--- config.mk ---
export PLATFORM = sky130hd
export DESIGN_NAME = acum_mult
export DESIGN_NICKNAME = d
export VERILOG_FILES = /design/src/rtl/mult_pkg.sv /design/src/rtl/acum_mult_det_flanco.sv /design/src/rtl/acum_mult.sv
export SDC_FILE = /design/constraint.sdc
export NUM_CORES = 1
export LEC_CHECK = 0
export BUFFER_PORTS_ARGS = -buffer_cell sky130_fd_sc_hd__buf_2
export CAP_MARGIN = 20
export CORE_MARGIN = 2
export CORE_UTILIZATION = 23
export DETAILED_ROUTE_END_ITERATION = 16
export GPL_ROUTABILITY_DRIVEN = 0
export SLEW_MARGIN = 40
export SYNTH_ARGS = -nofsm -noshare
export SYNTH_HDL_FRONTEND = slang
export SYNTH_SLANG_ARGS = --single-unit
--- constraint.sdc ---
create_clock -name CLOCK -period 6.2 [get_ports CLOCK]
set_input_delay 0 -clock CLOCK [delete_from_list [all_inputs] [get_ports CLOCK]]
set_output_delay 0 -clock CLOCK [all_outputs]
set_load 0.005 [all_outputs]
--- src/rtl/mult_pkg.sv ---
// Shared definitions for the multiplier / accumulator slice.
package mult_pkg;

  localparam int TAM_DEF = 16;

  typedef enum logic [1:0] {
    IDLE = 2'd0,
    ACUM = 2'd1,
    HOLD = 2'd2
  } acum_state_t;

  // Width needed to count from 0 up to n inclusive.
  function automatic int cnt_w(input int n);
    return $clog2(n + 1);
  endfunction

endpackage

--- src/rtl/acum_mult_det_flanco.sv ---
// det_flanco: rising-edge detector. The history flop resets to RST_VAL so a
// level already high when reset is released can be masked (RST_VAL=1).
module det_flanco #(
  parameter logic RST_VAL = 1'b0
) (
  input  logic i_clk,
  input  logic i_rst,
  input  logic i_d,
  output logic o_rise
);

  logic r_d_q;

  // Previous-cycle copy of the input level.
  always_ff @(posedge i_clk or posedge i_rst) begin
    if (i_rst) r_d_q <= RST_VAL;
    else       r_d_q <= i_d;
  end

  assign o_rise = i_d & ~r_d_q;

endmodule

--- src/rtl/acum_mult.sv ---
// acum_mult: sums N_TERMS consecutive products from the multiplier and offers
// the total on a valid/ready port.
// Optional build macro: ACUM_SATURATION_EN (clamp on overflow instead of wrap).
//
// state | meaning
// IDLE  | no product captured in the current batch
// ACUM  | 1..N_TERMS-1 products summed, waiting for more
// HOLD  | batch complete, DOUT/DOUT_VALID presented until DOUT_READY
module acum_mult
  import mult_pkg::*;
#(
  parameter int TAM     = TAM_DEF,
  parameter int N_TERMS = 4,
  parameter int ACC_W   = 2*TAM + 4
) (
  input  logic                        CLOCK,
  input  logic                        RESET,
  input  logic                        END_MULT,
  input  logic [2*TAM-1:0]            S,
  input  logic                        CLEAR,
  output logic [ACC_W-1:0]            DOUT,
  output logic                        DOUT_VALID,
  input  logic                        DOUT_READY,
  output logic [cnt_w(N_TERMS)-1:0]   COUNT,
  output logic                        BUSY,
  output logic                        OVF,
  output logic                        LOST
);

  localparam int CW = cnt_w(N_TERMS);
  localparam logic [CW-1:0] LAST_CNT = CW'(N_TERMS);
  localparam acum_state_t FIRST_ST = (N_TERMS == 1) ? HOLD : ACUM;

  acum_state_t     r_state, w_state_nxt;
  logic [ACC_W-1:0] r_acc, w_acc_nxt;
  logic [CW-1:0]   r_count, w_cnt_nxt;
  logic            r_valid, r_busy, r_ovf, r_lost;
  logic            w_ovf_nxt, w_lost_nxt;
  logic            w_cap, w_hs;
  logic [ACC_W-1:0] w_s_ext;
  logic [ACC_W:0]  w_sum;

  det_flanco #(.RST_VAL(1'b1)) u_det_end (
    .i_clk  (CLOCK),
    .i_rst  (RESET),
    .i_d    (END_MULT),
    .o_rise (w_cap)
  );

  assign w_s_ext = ACC_W'(S);
  assign w_sum   = {1'b0, r_acc} + {1'b0, w_s_ext};
  assign w_hs    = r_valid & DOUT_READY;

  // Next-state and datapath decisions; CLEAR overrides capture and handshake.
  always_comb begin
    w_state_nxt = r_state;
    w_acc_nxt   = r_acc;
    w_cnt_nxt   = r_count;
    w_ovf_nxt   = r_ovf;
    w_lost_nxt  = r_lost;
    if (CLEAR) begin
      w_state_nxt = IDLE;
      w_acc_nxt   = '0;
      w_cnt_nxt   = '0;
      w_ovf_nxt   = 1'b0;
      w_lost_nxt  = 1'b0;
    end else begin
      case (r_state)
        IDLE: begin
          if (w_cap) begin
            w_acc_nxt   = w_s_ext;
            w_cnt_nxt   = CW'(1);
            w_state_nxt = FIRST_ST;
          end
        end
        ACUM: begin
          if (w_cap) begin
            if (w_sum[ACC_W]) begin
              w_ovf_nxt = 1'b1;
`ifdef ACUM_SATURATION_EN
              w_acc_nxt = '1;
`else
              w_acc_nxt = w_sum[ACC_W-1:0];
`endif
            end else begin
              w_acc_nxt = w_sum[ACC_W-1:0];
            end
            w_cnt_nxt = r_count + CW'(1);
            if (r_count == LAST_CNT - CW'(1)) w_state_nxt = HOLD;
          end
        end
        HOLD: begin
          if (w_hs) begin
            // A product arriving with the handshake opens the next batch.
            w_ovf_nxt = 1'b0;
            if (w_cap) begin
              w_acc_nxt   = w_s_ext;
              w_cnt_nxt   = CW'(1);
              w_state_nxt = FIRST_ST;
            end else begin
              w_acc_nxt   = '0;
              w_cnt_nxt   = '0;
              w_state_nxt = IDLE;
            end
          end else if (w_cap) begin
            w_lost_nxt = 1'b1;
          end
        end
        default: begin
          w_state_nxt = IDLE;
          w_acc_nxt   = '0;
          w_cnt_nxt   = '0;
        end
      endcase
    end
  end

  // State and output registers; flags are derived from the next state so
  // every output comes straight from a flop.
  always_ff @(posedge CLOCK or posedge RESET) begin
    if (RESET) begin
      r_state <= IDLE;
      r_acc   <= '0;
      r_count <= '0;
      r_valid <= 1'b0;
      r_busy  <= 1'b0;
      r_ovf   <= 1'b0;
      r_lost  <= 1'b0;
    end else begin
      r_state <= w_state_nxt;
      r_acc   <= w_acc_nxt;
      r_count <= w_cnt_nxt;
      r_valid <= (w_state_nxt == HOLD);
      r_busy  <= (w_state_nxt != IDLE);
      r_ovf   <= w_ovf_nxt;
      r_lost  <= w_lost_nxt;
    end
  end

  assign DOUT       = r_acc;
  assign DOUT_VALID = r_valid;
  assign COUNT      = r_count;
  assign BUSY       = r_busy;
  assign OVF        = r_ovf;
  assign LOST       = r_lost;

endmodule

==> flow_summary.json <==
{
  "run_status": "complete, no violations",
  "die_w_um": 130.2,
  "grt_max_degree": 47,
  "synthArstFlopShare": 1.000,
  "h-tree-depth": 2,
  "yosysWarningCount": 0,
  "clk_pin_slew_ns": 0.07,
  "drv_cap": 0,
  "fin_nets": 592,
  "cp_num_buf_inv": 0,
  "avgRoutedWirePerCell_um": 14.67,
  "dpl.hpwl_mm": 8.125,
  "leakage_nw": 2.160,
  "layout_commonest_cell": "buf_2",
  "area_growth_pct": 27.31,
  "die_area_um2": 16940,
  "synth-seq-cells": 46,
  "cts-root-buf": "clkbuf_16",
  "netlist_area_um2": 3661,
  "fin_crit_ns": 2.803,
  "cp.arrival_ns": 2.98,
  "die_h_um": 130.2,
  "antenna_found_initial": 0,
  "clk_latency_ns": 0.28,
  "fill_cells": 1703,
  "cpMostUsedCell": "a211oi_2",
  "powerDensity_nw_per_um2": 180.2,
  "firstDrtPassIters": 4,
  "synth_area_leader_cell": "dfrtp_1",
  "port-buffer-count": 79,
  "r2r_slack_ns": 3.40,
  "grt_pass1_vias": 3424,
  "finalMaxSlewViolations": 0,
  "antenna_cells": 0,
  "skew_ns": 0.006233,
  "setup_viol": 0,
  "crit_path_top_delay_cell": "fa_1",
  "vias": 3552,
  "core_area_um2": 15710,
  "cts_resized": 0,
  "cp_max_fo": 4,
  "crit_chain": "ha_1, fa_1, a211oi_1, o21ai_1, nand3_1, a211oi_2, nor2_2, a211oi_2, or3_1, o311ai_2",
  "yosysUniqueCellTypes": 55,
  "cts_tree": "built",
  "numCtsBuffers": 5,
  "crit_required_ns": 6.38,
  "rsz0062_at_grt": "no",
  "topRoutingLayerUsed": "met4",
  "synth_edf_count": 0,
  "max_slew_margin": 0.5884,
  "post_cts_buffers": 0,
  "max-vdd-ir-drop_mv": 0.1140,
  "grt_first_pass_wirelength_mm": 17.66,
  "critPathKind": "register to register",
  "worstSetupStartpointType": "register",
  "period_share": 0.4522,
  "ctsHoldBuffers": 21,
  "totalWireLength_mm": 10.81,
  "wl_met3_um": 471,
  "row_count": 46,
  "seq_area_frac_synth": 0.3148,
  "final_cell_mix": "buf_2, nand2_1, dfrtp_1, o21ai_0, a21oi_1",
  "tightest_slew_ns": 0.6174,
  "initial_core_util": 0.2330,
  "path_delay_family": "compound AO/OA/AOI/OAI gates",
  "drc": 0,
  "ant_nets": 0,
  "postSynthCellCount": 426,
  "fin_setup_tns_ns": 0,
  "avgSynthCellArea_um2": 8.594,
  "num_io_pins": 80,
  "synth_area_leaders": "dfrtp_1, ha_1, o21ai_0, a22oi_1, a21oi_1",
  "synth_ff_type": "dfrtp_1",
  "syn-num-nets": 498,
  "hold_viol": 0,
  "wl_met2_mm": 4.908,
  "cts_sinks": 46,
  "clock.fmax_ghz": 0.3567,
  "synth_top_area_share": 0.3076,
  "crit_path_end_kind": "register",
  "route.layer.met1.wl_mm": 5.399,
  "slowest_delay_ns": 0.42,
  "hold_class": "input port to register",
  "grt_overflow": 0,
  "via_per_inst": 4.820,
  "clock_path_buffers": 2,
  "track_usage": 0.1295,
  "drive_gt1_frac": 0.2035,
  "whs_ns": 0.02316,
  "first_iter_violations": 234
}
## final cells by class
| cell class | instances | area, um^2 | share of cell area |
|---|---|---|---|
| tap | 216 | 270.3 | 0.05799 |
| timing repair buffer | 102 | 620.6 | 0.1332 |
| clock buffer | 7 | 142.6 | 0.03060 |
| inverter | 9 | 36.28 | 0.007785 |
| sequential | 46 | 1152 | 0.2472 |
| clock inverter | 1 | 5.005 | 0.001074 |
| multi-input combinational | 356 | 2434 | 0.5221 |
## worst paths after layout
kind                                             end  depth (start not counted)            startpoint
worst max-delay path            DOUT[32]$_DFFE_PP0P_                         10   DOUT[0]$_DFFE_PP0P_
worst min-delay path            DOUT[13]$_DFFE_PP0P_                          3                 S[13]
worst max register to register  DOUT[32]$_DFFE_PP0P_                         10   DOUT[0]$_DFFE_PP0P_
worst min register to register  COUNT[2]$_DFFE_PP0P_                          2  COUNT[2]$_DFFE_PP0P_
max in group asynchronous       DOUT[26]$_DFFE_PP0P_                          3                 RESET
min in group asynchronous        DOUT[2]$_DFFE_PP0P_                          3                 RESET
## stage by stage
step | utilization | power, mW | cells | setup WS, ns | cell area (um^2)
final | 0.2966 | 0.8400 | 737 | 3.397 | 4661
after global routing | 0.2966 | 0.8974 | 737 | 3.208 | 4661
after CTS | 0.2966 | 0.8534 | 737 | 3.418 | 4661
after global placement | 0.2731 | 0.5567 | 708 | 3.387 | 4292
after floorplan | - | 0.4875 | 426 | 3.753 | 3661
after detailed placement | 0.2738 | 0.5586 | 708 | 3.461 | 4303
## state kept, by name, summed over array words and instances (netlist names)
signal and count:
BUSY 1, LOST 1, u_det_end.r_d_q 1, DOUT 36, OVF 1, r_state 2, COUNT 3, DOUT_VALID 1
## metal layers
metal,up-vias,GRT usage
met4,0,0.01202
met3,2,0.02337
met1,1693,0.1828
met2,72,0.2147
met5,-,0
li1,1785,-
## Yosys cell counts, types with 2 or more instances
cell	count
xor2_1	11
inv_1	9
a221o_1	3
a22oi_1	26
nand3_1	8
o32ai_1	2
buf_2	2
o21ai_0	41
a21o_1	9
o21bai_1	6
nor2b_1	5
nand4_1	4
a31oi_1	4
nor3_1	6
a211oi_2	2
dfrtp_1	45
nor3b_1	2
a222oi_1	3
a211oi_1	6
o21ai_1	12
o21a_1	6
nand2_1	47
ha_1	34
clkbuf_1	13
a21oi_1	37
and2_1	2
xnor2_1	15
or3_1	4
nand2b_1	9
nor2_1	27
nor4_1	2
## cell families (layout without fill, tap and decap cells)
logic type / Yosys count / count (layout) / synth area share
flops: 46 / 46 / 0.3148
xor+xnor: 26 / 26 / 0.06220
fa+ha+maj: 35 / 35 / 0.1217
buf+inv: 24 / 119 / 0.02529
mux: 1 / 1 / 0.002734
simple gates: 122 / 122 / 0.1555
compound gates: 172 / 172 / 0.3178
## worst min-delay path, delay by kind of cell
family | cells | cell delay (ns)
buffers and inverters | 1 | 0.12
AO/OA/AOI/OAI | 2 | 0.14
## power by group
part	switching (mW)	total, mW	internal [mW]
registers	0.0133	0.328	0.315
clock network	0.115	0.276	0.160
logic	0.136	0.237	0.101
total	0.264	0.840	0.576
(Power assumes the default switching activity.)
